`src/rtl/ctrl_word_pipe_stage.sv`:
```
`timescale 1ns/1ps
`default_nettype none
// ============================================================================
// Module      : ctrl_word_pipe_stage
// Description : Pipeline register directly upstream of the bus-control
//               decoders. Holds the decoded 26-bit control word and drives
//               its encoded select fields into the decoders. A two-entry
//               elastic buffer (output register + skid register) absorbs
//               memory wait states. In_Ready is derived from registers only,
//               so no combinational path runs from Mem_Wait to In_Ready.
//               A NOP word is injected on bubbles and flushes. While memory
//               is stalled, fields with side effects are forced to their
//               idle codes so that a held word cannot load, increment or
//               decrement twice.
// Revision    : 1.0  initial release
// ----------------------------------------------------------------------------
// Parameters
//   CNT_W        width of the saturating stall-cycle counter
// Ports
//   Clock_In     in   1      sole clock, rising edge
//   Reset_In     in   1      synchronous active-high reset
//   In_Valid     in   1      upstream control word valid
//   In_Ready     out  1      stage accepts In_Word this cycle
//   In_Word      in   26     [25:22]BusAssert [21:18]BusLoad [17:15]XferAssert
//                            [14:11]XferLoadDec [10:9]IncPCRA [8:7]IncSPSIDI
//                            [6:5]LHS [4:3]RHS [2:0]AddrSel
//   Flush        in   1      discard everything held (redirect)
//   Mem_Wait     in   1      memory not ready, stage holds
//   Stall_Clr    in   1      clear Stall_Count
//   Out_Valid    out  1      output register holds a real instruction step
//   Bus_Assert .. AddrSel    select fields, output register with stall mask
//   Stall_Count  out  CNT_W  Mem_Wait cycles seen, saturating
// ============================================================================
module ctrl_word_pipe_stage #(
    parameter int CNT_W = 8
) (
    input  logic             Clock_In,
    input  logic             Reset_In,
    input  logic             In_Valid,
    output logic             In_Ready,
    input  logic [25:0]      In_Word,
    input  logic             Flush,
    input  logic             Mem_Wait,
    input  logic             Stall_Clr,
    output logic             Out_Valid,
    output logic [3:0]       Bus_Assert,
    output logic [3:0]       Bus_Load,
    output logic [2:0]       Xfer_Assert,
    output logic [3:0]       XferLoadDec,
    output logic [1:0]       Inc_PCRA,
    output logic [1:0]       Inc_SPSIDI,
    output logic [1:0]       LHS,
    output logic [1:0]       RHS,
    output logic [2:0]       AddrSel,
    output logic [CNT_W-1:0] Stall_Count
);

    // ------------------------------------------------------------------
    // Constants
    // ------------------------------------------------------------------
    // Every decoder parks on its unused code: IncPCRA=3, AddrSel=7, rest 0.
    localparam logic [25:0]      c_NOP_WORD     = 26'h0000607;
    localparam logic [CNT_W-1:0] c_CNT_MAX      = '1;
    localparam logic [CNT_W-1:0] c_CNT_ONE      = {{(CNT_W-1){1'b0}}, 1'b1};
    // Idle codes forced onto the side-effect fields while memory stalls.
    localparam logic [3:0]       c_BUS_LOAD_IDLE = 4'd0;
    localparam logic [3:0]       c_XLD_IDLE      = 4'd0;
    localparam logic [1:0]       c_INC_PCRA_IDLE = 2'd3;
    localparam logic [1:0]       c_INC_SP_IDLE   = 2'd0;

    // ------------------------------------------------------------------
    // State
    // ------------------------------------------------------------------
    logic [25:0]      r_out_word;
    logic             r_out_valid;
    logic [25:0]      r_skid_word;
    logic             r_skid_valid;
    logic             r_flush_pend;
    logic [CNT_W-1:0] r_stall_cnt;

    // ------------------------------------------------------------------
    // Handshake and control terms
    // ------------------------------------------------------------------
    logic w_in_ready;
    logic w_advance;
    logic w_flush_req;
    logic w_flush_now;
    logic w_accept;

    // Ready depends on registered state only; an occupied skid or a flush
    // waiting for the stall to end both close the input.
    assign w_in_ready  = ~r_skid_valid & ~r_flush_pend;
    assign w_advance   = ~Mem_Wait;

    // A pending flush and a fresh flush request are the same action.
    assign w_flush_req = Flush | r_flush_pend;
    assign w_flush_now = w_flush_req & w_advance;

    // A word offered alongside Flush is discarded: it would be younger
    // than the redirect and therefore belongs to the wrong path.
    assign w_accept    = In_Valid & w_in_ready & ~Flush;

    assign In_Ready    = w_in_ready;

    // ------------------------------------------------------------------
    // Elastic buffer: output register + skid register
    // ------------------------------------------------------------------
    always_ff @(posedge Clock_In) begin
        if (Reset_In) begin
            r_out_word   <= c_NOP_WORD;
            r_out_valid  <= 1'b0;
            r_skid_word  <= c_NOP_WORD;
            r_skid_valid <= 1'b0;
            r_flush_pend <= 1'b0;
        end else if (w_flush_now) begin
            // Memory is free: drop everything held and park on NOP.
            r_out_word   <= c_NOP_WORD;
            r_out_valid  <= 1'b0;
            r_skid_valid <= 1'b0;
            r_flush_pend <= 1'b0;
        end else if (w_flush_req) begin
            // Flush arrived while stalled: remember it, hold both entries
            // so the stalled bus cycle still sees a stable word.
            r_flush_pend <= 1'b1;
        end else if (w_advance) begin
            if (r_skid_valid) begin
                // Older word in the skid drains first; input is closed.
                r_out_word   <= r_skid_word;
                r_out_valid  <= 1'b1;
                r_skid_valid <= 1'b0;
            end else if (w_accept) begin
                r_out_word   <= In_Word;
                r_out_valid  <= 1'b1;
            end else begin
                // Bubble: inject NOP so decoders never repeat a step.
                r_out_word   <= c_NOP_WORD;
                r_out_valid  <= 1'b0;
            end
        end else if (w_accept) begin
            // Stalled: the output register holds, the arriving word is
            // parked in the skid register.
            r_skid_word  <= In_Word;
            r_skid_valid <= 1'b1;
        end
    end

    // ------------------------------------------------------------------
    // Saturating stall-cycle counter
    // ------------------------------------------------------------------
    always_ff @(posedge Clock_In) begin
        if (Reset_In) begin
            r_stall_cnt <= '0;
        end else if (Stall_Clr) begin
            r_stall_cnt <= '0;
        end else if (Mem_Wait && (r_stall_cnt != c_CNT_MAX)) begin
            r_stall_cnt <= r_stall_cnt + c_CNT_ONE;
        end
    end

    assign Stall_Count = r_stall_cnt;

    // ------------------------------------------------------------------
    // Field split of the output register
    // ------------------------------------------------------------------
    logic [3:0] w_bus_assert;
    logic [3:0] w_bus_load;
    logic [2:0] w_xfer_assert;
    logic [3:0] w_xfer_load_dec;
    logic [1:0] w_inc_pcra;
    logic [1:0] w_inc_spsidi;
    logic [1:0] w_lhs;
    logic [1:0] w_rhs;
    logic [2:0] w_addr_sel;

    assign w_bus_assert    = r_out_word[25:22];
    assign w_bus_load      = r_out_word[21:18];
    assign w_xfer_assert   = r_out_word[17:15];
    assign w_xfer_load_dec = r_out_word[14:11];
    assign w_inc_pcra      = r_out_word[10:9];
    assign w_inc_spsidi    = r_out_word[8:7];
    assign w_lhs           = r_out_word[6:5];
    assign w_rhs           = r_out_word[4:3];
    assign w_addr_sel      = r_out_word[2:0];

    // ------------------------------------------------------------------
    // Stall mask
    // ------------------------------------------------------------------
    // The held word is presented on every stalled cycle. Loads and
    // pointer inc/dec would fire once per cycle, so they are parked on
    // their idle codes until memory releases. Drive-side fields (asserts,
    // ALU operand selects, address select) must stay stable for the
    // pending memory access and pass through unchanged.
    always_comb begin
        Bus_Assert  = w_bus_assert;
        Bus_Load    = w_bus_load;
        Xfer_Assert = w_xfer_assert;
        XferLoadDec = w_xfer_load_dec;
        Inc_PCRA    = w_inc_pcra;
        Inc_SPSIDI  = w_inc_spsidi;
        LHS         = w_lhs;
        RHS         = w_rhs;
        AddrSel     = w_addr_sel;
        if (Mem_Wait) begin
            Bus_Load    = c_BUS_LOAD_IDLE;
            XferLoadDec = c_XLD_IDLE;
            Inc_PCRA    = c_INC_PCRA_IDLE;
            Inc_SPSIDI  = c_INC_SP_IDLE;
        end
    end

    assign Out_Valid = r_out_valid;

endmodule
`default_nettype wire

```
`config.mk`:
```
export PLATFORM = sky130hd
export DESIGN_NAME = ctrl_word_pipe_stage
export DESIGN_NICKNAME = d
export VERILOG_FILES = /design/src/rtl/ctrl_word_pipe_stage.sv
export SDC_FILE = /design/constraint.sdc
export NUM_CORES = 1
export LEC_CHECK = 0
export ABC_AREA = 1
export CAP_MARGIN = 10
export CORE_UTILIZATION = 44
export DETAILED_ROUTE_END_ITERATION = 8
export MAX_ROUTING_LAYER = met4
export PLACE_DENSITY_LB_ADDON = 0.25
export RECOVER_POWER = 25
export SLEW_MARGIN = 20
export SYNTH_ARGS = -nofsm -noshare
export SYNTH_HDL_FRONTEND = slang
export SYNTH_SLANG_ARGS = --single-unit
```
`constraint.sdc`:
```
create_clock -name Clock_In -period 1.4 [get_ports Clock_In]
set_clock_uncertainty 0.1 [all_clocks]
set_input_delay 0.35 -clock Clock_In [delete_from_list [all_inputs] [get_ports Clock_In]]
set_output_delay 0.35 -clock Clock_In [all_outputs]
set_load 0.02 [all_outputs]
```
---- After elaboration in Yosys (flattened, before gate mapping) ----
Cells that the tools add are included.
storage, ports and cells
  logic and storage cells ................. 36
  memories ................................ 0
  memory bits (writable) .................. 0
  output and inout bits ................... 36
  bits of input ports ..................... 32
  latch bits .............................. 0
  flip-flop bits (word level) ............. 63
  memory bits (read-only) ................. 0
operators by class
  reductions and logical operators ........ 6
  order comparisons ....................... 0
  add/sub/neg operators ................... 1
  $mul .................................... 0
  divide/modulo/power cells ............... 0
  multiplexer cells ....................... 10
  shift operators ......................... 0
  bitwise logic cells ..................... 11
  equal/unequal tests ..................... 2
operator list
  cell                                                   count
  two-way mux 26 bit                                     2
  adder 8 x 1 -> 8 bit, second input constant            1
  two-way mux 4 bit                                      2
  inequality test 8 bit, second input constant           1
  inverter 1 bit                                         6
  AND 1 bit                                              4
  two-way mux 1 bit                                      4
  two-way mux 2 bit                                      2
  AND reduction 2 bit                                    2
  AND reduction 4 bit                                    1
  OR reduction 2 bit                                     2
  inequality test 2 x 1 -> 1 bit, second input constant  1
  logical AND 1 bit                                      1
  bitwise OR 1 bit                                       1

---- Logic depth before layout (Yosys ltp) ----
Gate-level depths: netlist (run 1).
  depth in word-level cells ............... 6
  gate-level depth with buffers ........... 8
  gate-level depth less buffers ........... 8

---- Least setup slack after synthesis (run 1) ----
OpenSTA, ideal clock, no wires.
  kind .................................... reg-to-reg
  start ................................... reg r_stall_cnt[1], in the netlist Stall_Count[1]
  end ..................................... reg r_stall_cnt[1], in the netlist Stall_Count[1]
  data arrival time ....................... 1.377 ns
  data required time ...................... 1.184 ns
  path slack .............................. -0.193 ns
  path buffers ............................ 0
  clock period less this slack ............ 1.593 ns
  library setup time ...................... 0.116 ns
  cell stages (with the launch flop) ...... 9
  cell sequence ........................... dfxtp_1 > ha_1 > nand2_1 > nor2_1 > nand2_1 > nand2_1 > inv_1 > nor2_1 > nor2_1
on the way
  cells in the longest elaborated chain, start to end .. 2
  elaborated cells between the ends (all ways) .. 3
  classes of those cells .................. 1 x add/sub; 1 x eq/ne; 1 x reduce/logical
RTL lines
  element                                                       RTL line  text
  from (decl)                                                   79        logic [CNT_W-1:0] r_stall_cnt;
  from (signal assigned)                                        156       r_stall_cnt <= r_stall_cnt + c_CNT_ONE;
  branches (longest 2 deep; another with adder 8 x 1 -> 8 bit)  n/a
Parallel ways; which one is timed is not known.
A chain may end at the register's enable or synchronous reset.

---- Worst setup path in the final report (run 1) ----
  start ................................... in Reset_In
  end ..................................... reg r_out_word[8]
on the way
  cells in the longest elaborated chain, start to end .. 1
RTL lines
  element                              RTL line  text
  from (decl)                          38        input logic Reset_In,
  OR reduction 2 bit (no source line)  n/a
  to (signal assigned)                 110       r_out_word <= c_NOP_WORD;
  to (signal assigned)                 117       r_out_word <= c_NOP_WORD;
  to (signal assigned)                 128       r_out_word <= r_skid_word;
  to (decl)                            74        logic [25:0] r_out_word;
Every way passes these cells.

==> flow_metrics.tcl, run 1 <==
set metrics [dict create \
    period_minus_slack_ns 1.48 \
    first_global_vias 2632 \
    antenna_found_initial 0 \
    grtUsageTotal_pct 24.4 \
    timing.rr.start "r_flush_pend" \
    drt_iter0_markers 185 \
    worst_pin_slew_ns 0.432 \
    nets 493 \
    postPlaceCellArea_um2 3600 \
    timing.fmax_mhz 677 \
    cp-end-kind "flip-flop" \
    cts_buffers 9 \
    status "finished, violations left" \
    seq_area_frac_synth_pct 45.8 \
    cts-root-buf "clkbuf_8" \
    start_util_pct 45.9 \
    min_from "r_out_word[9]" \
    dp_hpwl_um 4530 \
    fillers 455 \
    critPathRequiredTime_ns 1.56 \
    reg2reg_to "r_out_word[24]" \
    cts.hold.buffers_added 0 \
    routed_via_density 5.32 \
    grt_pass1_wl_um 11800 \
    yosysWarnings 0 \
    synth.area.top_cells "dfxtp_1, nand2_1, a21oi_1, buf_4, o21ai_0" \
    core_area_um2 5990 \
    hp-class "reg -> reg" \
    die-area_um2 6570 \
    grt_max_degree 27 \
    maxCapViolCount 0 \
    netlist_area_um2 2750 \
    synth_top_area_cell "dfxtp_1" \
    synth_nets 406 \
    setup_violations 13 \
    n_antenna_cell 0 \
    drive_gt1_share_pct 41.5 \
    reg2reg_depth 8 \
    layout_setup_ws_ns -0.0761 \
    p_leak_uw 0.00164 \
    powerDensity_nw_per_um2 1040 \
    clk_pin_slew_ns 0.08 \
    setup_tns_ns -0.398 \
    io_pins 68 \
    path_max_fanout 10 \
    hold_depth 2 \
    seq_area_um2 1290 \
    synth.avg_cell_area_um2 7.38 \
    clk_path_buf_depth 2 \
    maxSlewViolCount 0 \
    clkLatencyLatePin_ns 0.35 \
    io_buffers 67 \
    min_to "r_out_word[9]" \
    synth.distinct_cells 23 \
    postRouteAntennaNets 0 \
    netlist.area_leader.share_pct 45.8 \
    cts_tree "yes" \
    vias 2872 \
    failed_checks "setup timing" \
    netlist_instances 373 \
    fin_area_um2 4200 \
    totalPowerFinal_uw 4380 \
    area_delta_synth_final_pct 52.5 \
    r2r_slack_ns -0.01 \
    row_count 28 \
    peakVddDrop_v 0.000728 \
    grt_overflow 0 \
    dp.cells 510 \
    dieHeight_um 81.1 \
    wl_per_cell_um 14.9 \
    cp-start-kind "input pin" \
    cts_max_level 3 \
    first_pass_iters 5 \
    path_class "in -> reg" \
    hold_violations 0 \
    crit_arrival_ns 1.64 \
    period_share_pct 105 \
    drt_wl_total_um 8060 \
    tritoncts_num_sinks 63 \
    die_w_um 81.1 \
    stdcell_count 540 \
    grt_setup_unrepaired "yes" \
    slew_headroom_pct 71.2 \
    ys_ff_latch 63 \
    drcViolationCount 0 \
    multi_input_area_um2 1450 \
    gp_congestion 0.833 \
    crit_start "Reset_In" \
]
[final cells by class]
type	count	share of cell area (%)
tap	75	2.24
inverter	25	2.53
sequential	63	30.7
clock buffer	11	3.88
multi-input combinational	252	34.6
clock inverter	5	1.49
timing repair buffer	109	24.5
[cells in the mapped netlist]
| cell | number |
|---|---|
| inv_1 | 22 |
| a21oi_1 | 75 |
| nor2_8 | 1 |
| o221ai_1 | 5 |
| nand2_1 | 103 |
| nor3_1 | 1 |
| nor2_4 | 2 |
| o21ai_1 | 1 |
| buf_2 | 5 |
| clkbuf_2 | 1 |
| inv_4 | 1 |
| o21ai_0 | 25 |
| dfxtp_1 | 63 |
| or2_2 | 2 |
| nand3_4 | 1 |
| ha_1 | 1 |
| nor2_1 | 23 |
| nand3_1 | 9 |
| xor2_1 | 3 |
| inv_2 | 2 |
| clkbuf_1 | 8 |
| buf_6 | 2 |
| buf_4 | 17 |
[sequential cells by signal (all words and copies together) (netlist names)]
name / count
r_out_word: 26
r_skid_word: 26
Stall_Count: 8
Out_Valid: 1
r_flush_pend: 1
r_skid_valid: 1
[per-layer routing]
layer	part of all wire, %	wire [µm]	track usage (%)	up-vias
met3	4.3	344	5.17	19
met5	0	0	-	-
met4	2.6	213	10.2	0
met1	43	3460	28.3	1391
met2	50	4050	40.8	86
li1	-	-	-	1376
[cells in the final DEF, fill, tap and decap left out, types with 2 or more instances in the layout]
cell / count
nand2_1: 95
dfxtp_1: 45
a21oi_1: 42
buf_4: 32
a21oi_2: 30
clkdlybuf4s50_1: 27
o21ai_0: 23
dfxtp_2: 16
nor2_1: 15
buf_6: 14
inv_2: 12
buf_2: 11
clkbuf_8: 10
clkbuf_2: 10
inv_1: 9
nand3_1: 9
nand2_2: 7
buf_12: 7
nor2_2: 5
nor2_4: 5
o221ai_2: 5
inv_4: 3
a21oi_4: 3
clkbuf_16: 3
dfxtp_4: 2
or2_4: 2
inv_6: 2
o21ai_2: 2
xor2_1: 2
clkinvlp_4: 2
dlygate4sd2_1: 2
clkdlybuf4s15_2: 2
[how the worst max path moves through the flow]
stage,to
after global placement,Bus_Load[0]
final,r_out_word[8]
after CTS,Inc_PCRA[0]
after global routing,r_out_word[24]
after floorplan,Bus_Load[0]
after detailed placement,Bus_Load[0]
[report_power, final]
group	switching, µW	internal (µW)	total [µW]
logic	382	328	711
clock network	754	988	1740
registers	51.5	1880	1930
[per-stage QoR]
step,setup WS [ns],hold slack [ns],utilization (%)
after global placement,-0.856,0.339,60.0
after floorplan,-0.0533,0.319,-
after global routing,-0.0985,0.389,70.1
after CTS,-0.0690,0.366,65.6
after detailed placement,-0.847,0.350,60.0
final,-0.0761,0.366,70.1
[timing repair]
item	4_1_cts	5_1_grt
cloned	0	2
buffers inserted	10	3
resized for setup	163	115
pin swaps	6	29
endpoints found under the setup margin	95	81
[logic make-up (layout without fill, tap and decap cells)]
kind of cell	after synthesis	count (layout)	share of synthesized area, %
AND/OR/NAND/NOR	142	142	21.6
buffers and inverters	58	150	11.1
XOR/XNOR	3	3	0.955
adder cells (fa/ha/maj)	1	1	0.455
AO/OA/AOI/OAI	106	106	20.0
flip-flops	63	63	45.8
[worst max-delay path, stage by stage]
cell and delay, ns:
dlygate4sd3_1 0.60, inv_2 0.09, o21ai_2 0.07, inv_2 0.11, clkbuf_16 0.17, o21ai_0 0.10
a21oi_1 0.15
Note: power is estimated with default switching activity, not from simulation.
==> run 2: changes to the inputs <==
- CAP_MARGIN: 10 -> 20
==> results of run 2 <==
Same layout as run 1: the final DEF is identical, and so are final timing and power.
